==> src/rtl/pt100_adc_uart_tx.sv <==
// PT100 ADC link transmitter: one 10-bit sample is sent as two tagged 8N2 UART frames.
// Optional inter-frame idle gap enabled by defining PT100_TX_GAP_EN.
module pt100_adc_uart_tx #(
  parameter int CLK_FREQ     = 50000000,
  parameter int BAUD         = 9600,
  parameter int CLKS_PER_BIT = CLK_FREQ / BAUD,
  parameter int GAP_BITS     = 2
) (
  input  logic       clk_i,
  input  logic       rst_ni,
  input  logic [9:0] adc_i,
  input  logic       adc_valid_i,
  output logic       adc_ready_o,
  output logic       tx_o,
  output logic       busy_o,
  output logic       done_o
);

  localparam int CW = (CLKS_PER_BIT > 2) ? $clog2(CLKS_PER_BIT) : 1;
  // The bit counter is shared by data bits, stop bits and gap bits.
  localparam int BW = (GAP_BITS > 8) ? $clog2(GAP_BITS) : 3;

`ifdef PT100_TX_GAP_EN
  typedef enum logic [2:0] {
    ST_IDLE  = 3'd0,
    ST_START = 3'd1,
    ST_DATA  = 3'd2,
    ST_STOP  = 3'd3,
    ST_GAP   = 3'd4
  } state_e;
`else
  typedef enum logic [2:0] {
    ST_IDLE  = 3'd0,
    ST_START = 3'd1,
    ST_DATA  = 3'd2,
    ST_STOP  = 3'd3
  } state_e;
`endif

  state_e          state_q, state_d;
  logic [CW-1:0]   cnt_q, cnt_d;
  logic [BW-1:0]   bit_q, bit_d;
  logic            byte_q, byte_d;
  logic [7:0]      shift_q, shift_d;
  logic [2:0]      hold_q, hold_d;
  logic            tx_q, tx_d;
  logic            busy_q, busy_d;
  logic            done_q, done_d;
  logic            baud_end_s;

  assign baud_end_s  = (cnt_q == CW'(CLKS_PER_BIT - 1));
  assign adc_ready_o = (state_q == ST_IDLE) & rst_ni;
  assign tx_o        = tx_q;
  assign busy_o      = busy_q;
  assign done_o      = done_q;

  // Next-state, line level and counter updates; tx_d is the level of the following cycle.
  always_comb begin
    state_d = state_q;
    bit_d   = bit_q;
    byte_d  = byte_q;
    shift_d = shift_q;
    hold_d  = hold_q;
    tx_d    = tx_q;
    done_d  = 1'b0;
    if (baud_end_s) begin
      cnt_d = {CW{1'b0}};
    end else begin
      cnt_d = cnt_q + CW'(1);
    end

    case (state_q)
      ST_IDLE: begin
        cnt_d = {CW{1'b0}};
        tx_d  = 1'b1;
        if (adc_valid_i) begin
          state_d = ST_START;
          shift_d = {1'b1, adc_i[9:3]};
          hold_d  = adc_i[2:0];
          bit_d   = {BW{1'b0}};
          byte_d  = 1'b0;
          tx_d    = 1'b0;
        end else begin
          state_d = ST_IDLE;
        end
      end

      ST_START: begin
        if (baud_end_s) begin
          state_d = ST_DATA;
          bit_d   = {BW{1'b0}};
          tx_d    = shift_q[0];
        end else begin
          tx_d = 1'b0;
        end
      end

      ST_DATA: begin
        if (baud_end_s) begin
          if (bit_q == BW'(7)) begin
            state_d = ST_STOP;
            bit_d   = {BW{1'b0}};
            tx_d    = 1'b1;
          end else begin
            shift_d = {1'b0, shift_q[7:1]};
            bit_d   = bit_q + BW'(1);
            tx_d    = shift_q[1];
          end
        end else begin
          tx_d = shift_q[0];
        end
      end

      ST_STOP: begin
        if (baud_end_s) begin
          if (bit_q == {BW{1'b0}}) begin
            bit_d = BW'(1);
            tx_d  = 1'b1;
          end else if (!byte_q) begin
            // Second frame carries the low bits with the tag bit cleared.
            shift_d = {5'b00000, hold_q};
            byte_d  = 1'b1;
            bit_d   = {BW{1'b0}};
`ifdef PT100_TX_GAP_EN
            if (GAP_BITS > 0) begin
              state_d = ST_GAP;
              tx_d    = 1'b1;
            end else begin
              state_d = ST_START;
              tx_d    = 1'b0;
            end
`else
            state_d = ST_START;
            tx_d    = 1'b0;
`endif
          end else begin
            state_d = ST_IDLE;
            done_d  = 1'b1;
            tx_d    = 1'b1;
          end
        end else begin
          tx_d = 1'b1;
        end
      end

`ifdef PT100_TX_GAP_EN
      ST_GAP: begin
        if (baud_end_s) begin
          if (bit_q == BW'(GAP_BITS - 1)) begin
            state_d = ST_START;
            bit_d   = {BW{1'b0}};
            tx_d    = 1'b0;
          end else begin
            bit_d = bit_q + BW'(1);
            tx_d  = 1'b1;
          end
        end else begin
          tx_d = 1'b1;
        end
      end
`endif

      default: begin
        state_d = ST_IDLE;
        cnt_d   = {CW{1'b0}};
        bit_d   = {BW{1'b0}};
        byte_d  = 1'b0;
        tx_d    = 1'b1;
      end
    endcase

    busy_d = (state_d != ST_IDLE);
  end

  // State and output registers with synchronous active-low reset.
  always_ff @(posedge clk_i) begin
    if (!rst_ni) begin
      state_q <= ST_IDLE;
      cnt_q   <= {CW{1'b0}};
      bit_q   <= {BW{1'b0}};
      byte_q  <= 1'b0;
      shift_q <= 8'h00;
      hold_q  <= 3'b000;
      tx_q    <= 1'b1;
      busy_q  <= 1'b0;
      done_q  <= 1'b0;
    end else begin
      state_q <= state_d;
      cnt_q   <= cnt_d;
      bit_q   <= bit_d;
      byte_q  <= byte_d;
      shift_q <= shift_d;
      hold_q  <= hold_d;
      tx_q    <= tx_d;
      busy_q  <= busy_d;
      done_q  <= done_d;
    end
  end

endmodule

==> config.mk <==
export PLATFORM = sky130hd
export DESIGN_NAME = pt100_adc_uart_tx
export DESIGN_NICKNAME = d
export VERILOG_FILES = /design/src/rtl/pt100_adc_uart_tx.sv
export SDC_FILE = /design/constraint.sdc
export NUM_CORES = 1
export LEC_CHECK = 0
export ABC_AREA = 1
export CAP_MARGIN = 20
export CORE_ASPECT_RATIO = 0.8
export CORE_UTILIZATION = 53
export CTS_BUF_LIST = sky130_fd_sc_hd__clkbuf_8
export DETAILED_ROUTE_END_ITERATION = 10
export GPL_TIMING_DRIVEN = 0
export PLACE_DENSITY_LB_ADDON = 0.1
export REMOVE_ABC_BUFFERS = 1
export SKIP_LAST_GASP = 1
export SLEW_MARGIN = 20
export SYNTH_ARGS = -nofsm -noshare
export SYNTH_HDL_FRONTEND = slang
export SYNTH_SLANG_ARGS = --single-unit
==> constraint.sdc <==
create_clock -name clk_i -period 1.4 [get_ports clk_i]
set_input_delay 0.42 -clock clk_i [delete_from_list [all_inputs] [get_ports clk_i]]
set_output_delay 0.42 -clock clk_i [all_outputs]
set_load 0.005 [all_outputs]
# After elaboration in Yosys (flattened, before gate mapping)
# Cells that the tools add are included.
# totals
regBits,34
output_inout_bits,4
# classes
addsub,2
eq_ne,13
n_mux,35
bitwise_logic,6
reduce_logical,12
# op_table
operator,n
2-to-1 mux 8 bit,6
2-to-1 mux 3 bit,12
one-hot mux 3 bit (4 select lines),2
one-hot mux 8 bit (3 select lines),1
!= test 2 bit (second input constant),7
adder 13 x 1 -> 13 bit (second input constant),1
equality test 13 bit (second input constant),1
2-to-1 mux 1 bit,12
AND reduction 7 bit,1
equality test 3 x 2 -> 1 bit (second input constant),2
logical NOT 3 bit,2
nonzero test 3 bit,2
OR reduction 3 bit,2
inverter 1 bit,5
AND reduction 5 bit,1
one-hot mux 1 bit (4 select lines),1
AND reduction 4 bit,1
OR reduction 4 bit,1
adder 3 x 1 -> 3 bit (second input constant),1
equality test 3 x 1 -> 1 bit (second input constant),1
equality test 3 bit (second input constant),1
!= test 3 bit (second input constant),1
one-hot mux 1 bit (3 select lines),1
AND reduction 2 bit,1
other kinds (2),2

# Longest topological paths before layout
# Gate-level depths: netlist of the first run.
# logic_depth
word_depth,5
ltp_mapped,11

# Worst setup path after synthesis of the first run
# Ideal clock, no wire load.
# synth_timing
kind,register to register
start,register cnt_q[0]
end,register bit_q[0]
setup_time_ns,0.117
arrival_ns,1.287
required_time_ns,1.283
slack_ns,-0.004
path_stages_with_launch,9
synth_period_minus_slack_ns,1.404
cell_sequence,dfxtp_1 ha_1 nand2_1 nor2_1 nand3_1 nand2_1 nand2_1 nor3_1 nor2_1
# synth_via
elab_chain_len,3
# synth_rtl
item,line,text
from (decl),41,"logic [CW-1:0] cnt_q, cnt_d;"
from (signal assigned),179,cnt_q <= {CW{1'b0}};
from (signal assigned),189,cnt_q <= cnt_d;
equality test 13 bit (*),51,assign baud_end_s = (cnt_q == CW'(CLKS_PER_BIT - 1));
!= test 2 bit (no line),n/a,
AND reduction 5 bit (no line) (*),n/a,
to (signal assigned),180,bit_q <= {BW{1'b0}};
to (signal assigned),190,bit_q <= bit_d;
to (decl),42,"logic [BW-1:0] bit_q, bit_d;"
# Every way passes the cells marked *; elsewhere a longest branch is shown, timed or not.
# A chain may end at the register's enable or synchronous reset.

# Worst setup path in the final report of the first run
# layout_timing
start,register state_q[1]
end,output adc_ready_o
# layout_via
elab_chain_len,2
# layout_rtl
item,line,text
from (decl),40,"state_e state_q, state_d;"
from (signal assigned),188,state_q <= state_d;
logical NOT 3 bit,52,assign adc_ready_o = (state_q == ST_IDLE) & rst_ni;
bitwise AND 1 bit,52,
to (decl),13,"output logic adc_ready_o,"
# Every way passes these cells.

==> results of run 1 <==
[cell families after synthesis]
group / Yosys count
compound gates: 29
other cells: 1
flops: 34
simple gates: 157
buf+inv: 42
fa+ha+maj: 4
xor+xnor: 1
[per-layer routing]
layer  GRT usage, %  routed length (um)
met2           37.0                1870
met1           32.5                1970
met3           7.63                 269
met5              0                   0
met4           6.74                  52
[repair_timing]
item                                    CTS  global route
gates resized for setup                  57            34
endpoints found under the setup margin   35            32
cloned                                    1             0
setup buffers                             4             3
pin swaps                                10            13
[worst reg2reg max path, stage by stage (launching register included)]
cell and delay (ns):
dfxtp_4 0.37, ha_4 0.15, nand2_4 0.08, nor2_4 0.15, nand3_4 0.18, nand2_2 0.14
nand2_1 0.07, nor2_1 0.11, nand3_1 0.10
[layout make-up]
cell class | count | area share, %
Multi-Input combinational cell | 193 | 49.1
Inverter | 39 | 7.01
Clock inverter | 2 | 0.369
Sequential cell | 34 | 29.4
Clock buffer | 6 | 3.48
Tap cell | 40 | 2.11
Timing Repair Buffer | 23 | 8.49
[worst min-delay path by stage]
stage	start	to	slack, ns	cells past startpoint
3_5_place_dp	cnt_q[0]	cnt_q[0]	0.45	1
3_3_place_gp	cnt_q[0]	cnt_q[0]	0.43	1
4_1_cts	cnt_q[0]	cnt_q[0]	0.42	1
5_1_grt	rst_ni	byte_q	0.47	3
6_report	cnt_q[0]	cnt_q[0]	0.45	1
2_1_floorplan	cnt_q[0]	cnt_q[0]	0.42	1
[synthesized netlist by cell type, drive strengths merged (3+ instances only)]
cell type / instances / area (um2)
a21oi: 16 / 80.1
a22oi: 4 / 30.0
buf: 3 / 13.8
dfxtp: 34 / 681
ha: 4 / 50.1
inv: 38 / 143
nand2: 60 / 238
nand3: 20 / 105
nand3b: 3 / 22.5
nor2: 56 / 229
nor3: 13 / 70.1
o21ai: 5 / 25.0
[per-stage QoR]
stage               setup WS, ns  instances  hold WS (ns)  setup TNS (ns)  instance area (um2)
floorplan               -0.00411        265         0.417        -0.00411                 1750
global placement           -1.21        321         0.429          -18.93                 1960
detailed placement         -1.21        321         0.446          -19.48                 1960
CTS                      -0.0990        334         0.422          -0.104                 2220
global route              -0.152        337         0.467           -2.21                 2370
finish                   -0.0695        337         0.448          -0.389                 2370
[sequential cells by signal (all words and copies together), names as in the netlist]
name and cells:
busy_o 1, state_q 3, shift_q 8, done_o 1, bit_q 3, hold_q 3, cnt_q 13, tx_o 1
byte_q 1
[power breakdown]
group          total [mW]  switching, mW  internal [mW]
combinational       0.259          0.139          0.120
sequential           1.03         0.0258           1.00
clock               0.750          0.361          0.389
==> flow_summary_export.csv, run 1 <==
group,metric,value,unit
status,status,"finished, violations left",
status,violations,"setup timing",
synthesis,synth_top_family_by_area,"simple AND/OR/NAND/NOR gates",
worst_setup_path,r2r_slack,-0.05,ns
min_path,hp-class,"flip-flop to flip-flop",
layout,regArea,698,um2
power,ir_drop,667,uV
worst_setup_path,r2r_start,"cnt_q[0]",
clock_tree,clkTransAtPathRegs,0.07,ns
layout,diodes,0,
layout,final_util,75.8,%
worst_setup_path,path_buf_inv,1,
placement,place_congestion,0.863,
global_route,antenna_found_initial,0,
worst_setup_path,endpoint,"adc_ready_o",
die,fp-row-count,18,
clock_tree,cts_tree,"built",
worst_setup_path,path_cells,"nor2_4 -> nand2_2 -> nor2_2 -> buf_2",
detailed_routing,wl,4160,um
die,fp.dieW,66.6,um
worst_setup_path,cp_slowest_stage_delay,0.38,ns
power,power_density,858,nW/um2
layout,nets,313,
worst_setup_path,timing.critical_path.fanout_max,6,
layout,layout-drive-gt1-share,27.6,%
clock_tree,root_buffer,"clkbuf_8",
detailed_routing,drt-initial-drc-count,111,
detailed_routing,vias_per_cell,5.31,
clock_tree,htreeDepth,2,
synthesis,synthCells,268,
worst_setup_path,crit_type,"flip-flop to output pin",
worst_setup_path,cp-end-kind,"output pin",
detailed_routing,wl_per_cell,12.4,um
worst_setup_path,critPathSlowestCell,"dfxtp_4",
synthesis,synth-compound-area-share,9.28,%
die,core,3130,um2
synthesis,synth-edff-count,0,
global_route,grt-ovfl-total,0,
worst_setup_path,cp-startpoint,"state_q[1]",
synthesis,yosysSeqAreaShare,38.5,%
synthesis,synthAdderAreaFrac,2.83,%
timing,fin_crit_sh,105,%
worst_setup_path,r2r_cells,8,
die,ioPinCount,17,
layout,num-fill-cells,243,
global_route,grt_max_degree,19,
worst_setup_path,crit_cells,4,
detailed_routing,ant_nets,0,
worst_setup_path,required,0.98,ns
clock_tree,insertion_delay,0.29,ns
power,p_leak,0.993,nW
worst_setup_path,cp.arrival,1.05,ns
detailed_routing,drc,0,
clock_tree,clk_path_buf_depth,2,
layout,multi_input_area,1170,um2
layout,final_common_cell,"nand2_1",
timing,setup_viol,14,
synthesis,synthesis.area,1770,um2
synthesis,synth_cell_types,29,
detailed_routing,drtPass1Iterations,4,
timing,slew_headroom,62.7,%
timing,setup_ws,-0.0695,ns
synthesis,synth-xor-area-share,0.496,%
timing,finalHoldViolations,0,
timing,fin_crit,1.47,ns
synthesis,synth_seq_cells,34,
detailed_routing,num_vias,1791,
synthesis,synth_ff_type,"dfxtp_1",
clock_tree,cts-buffers-inserted,5,
layout,synthToLayoutAreaGrowth,34.3,%
synthesis,synth-simple-area-share,39.5,%
synthesis,yosys_warnings,0,
worst_setup_path,start_kind,"flip-flop",
timing,slew_violations,0,
synthesis,syn_avg_cell_area,6.59,um2
clock_tree,hold_buffers,0,
die,start_util,56.4,%
placement,post-dp-hpwl,2600,um
timing,max_freq,0.681,GHz
synthesis,synthArstFlopShare,0,%
clock_tree,clock_sinks,34,
global_route,track_usage,24.1,%
global_route,grt_pass1_wl,6330,um
worst_setup_path,critPathTopFamily,"flip-flops",
placement,io_buffers,16,
layout,layout_common_cells,"nand2_1, nor2_1, inv_1, dfxtp_1, nand3_1",
power,total_power,2.04,mW
job,maxCapViolCount,0,
timing,rsz0062_at_grt,"true",
worst_setup_path,reg2reg_to,"tx_o",
synthesis,synth.mux.area_fraction,0,%
global_route,grt_pass1_vias,1424,
die,fp.dieArea,3570,um2
timing,tightestPinTransition,0.556,ns
timing,clock_skew,0.00836,ns
die,chipHeight,53.6,um
No activity file was read; power rests on OpenSTA's default activity.
==> inputs of run 2 (changes only) <==
--- a/config.mk
+++ b/config.mk
@@ -10,6 +10,7 @@
 export CORE_ASPECT_RATIO = 0.8
 export CORE_UTILIZATION = 53
 export CTS_BUF_LIST = sky130_fd_sc_hd__clkbuf_8
+export CTS_CLUSTER_SIZE = 10
 export DETAILED_ROUTE_END_ITERATION = 10
 export GPL_TIMING_DRIVEN = 0
 export PLACE_DENSITY_LB_ADDON = 0.1
==> results of run 2 <==
No change in the layout: final DEF, timing and power equal those of run 1.
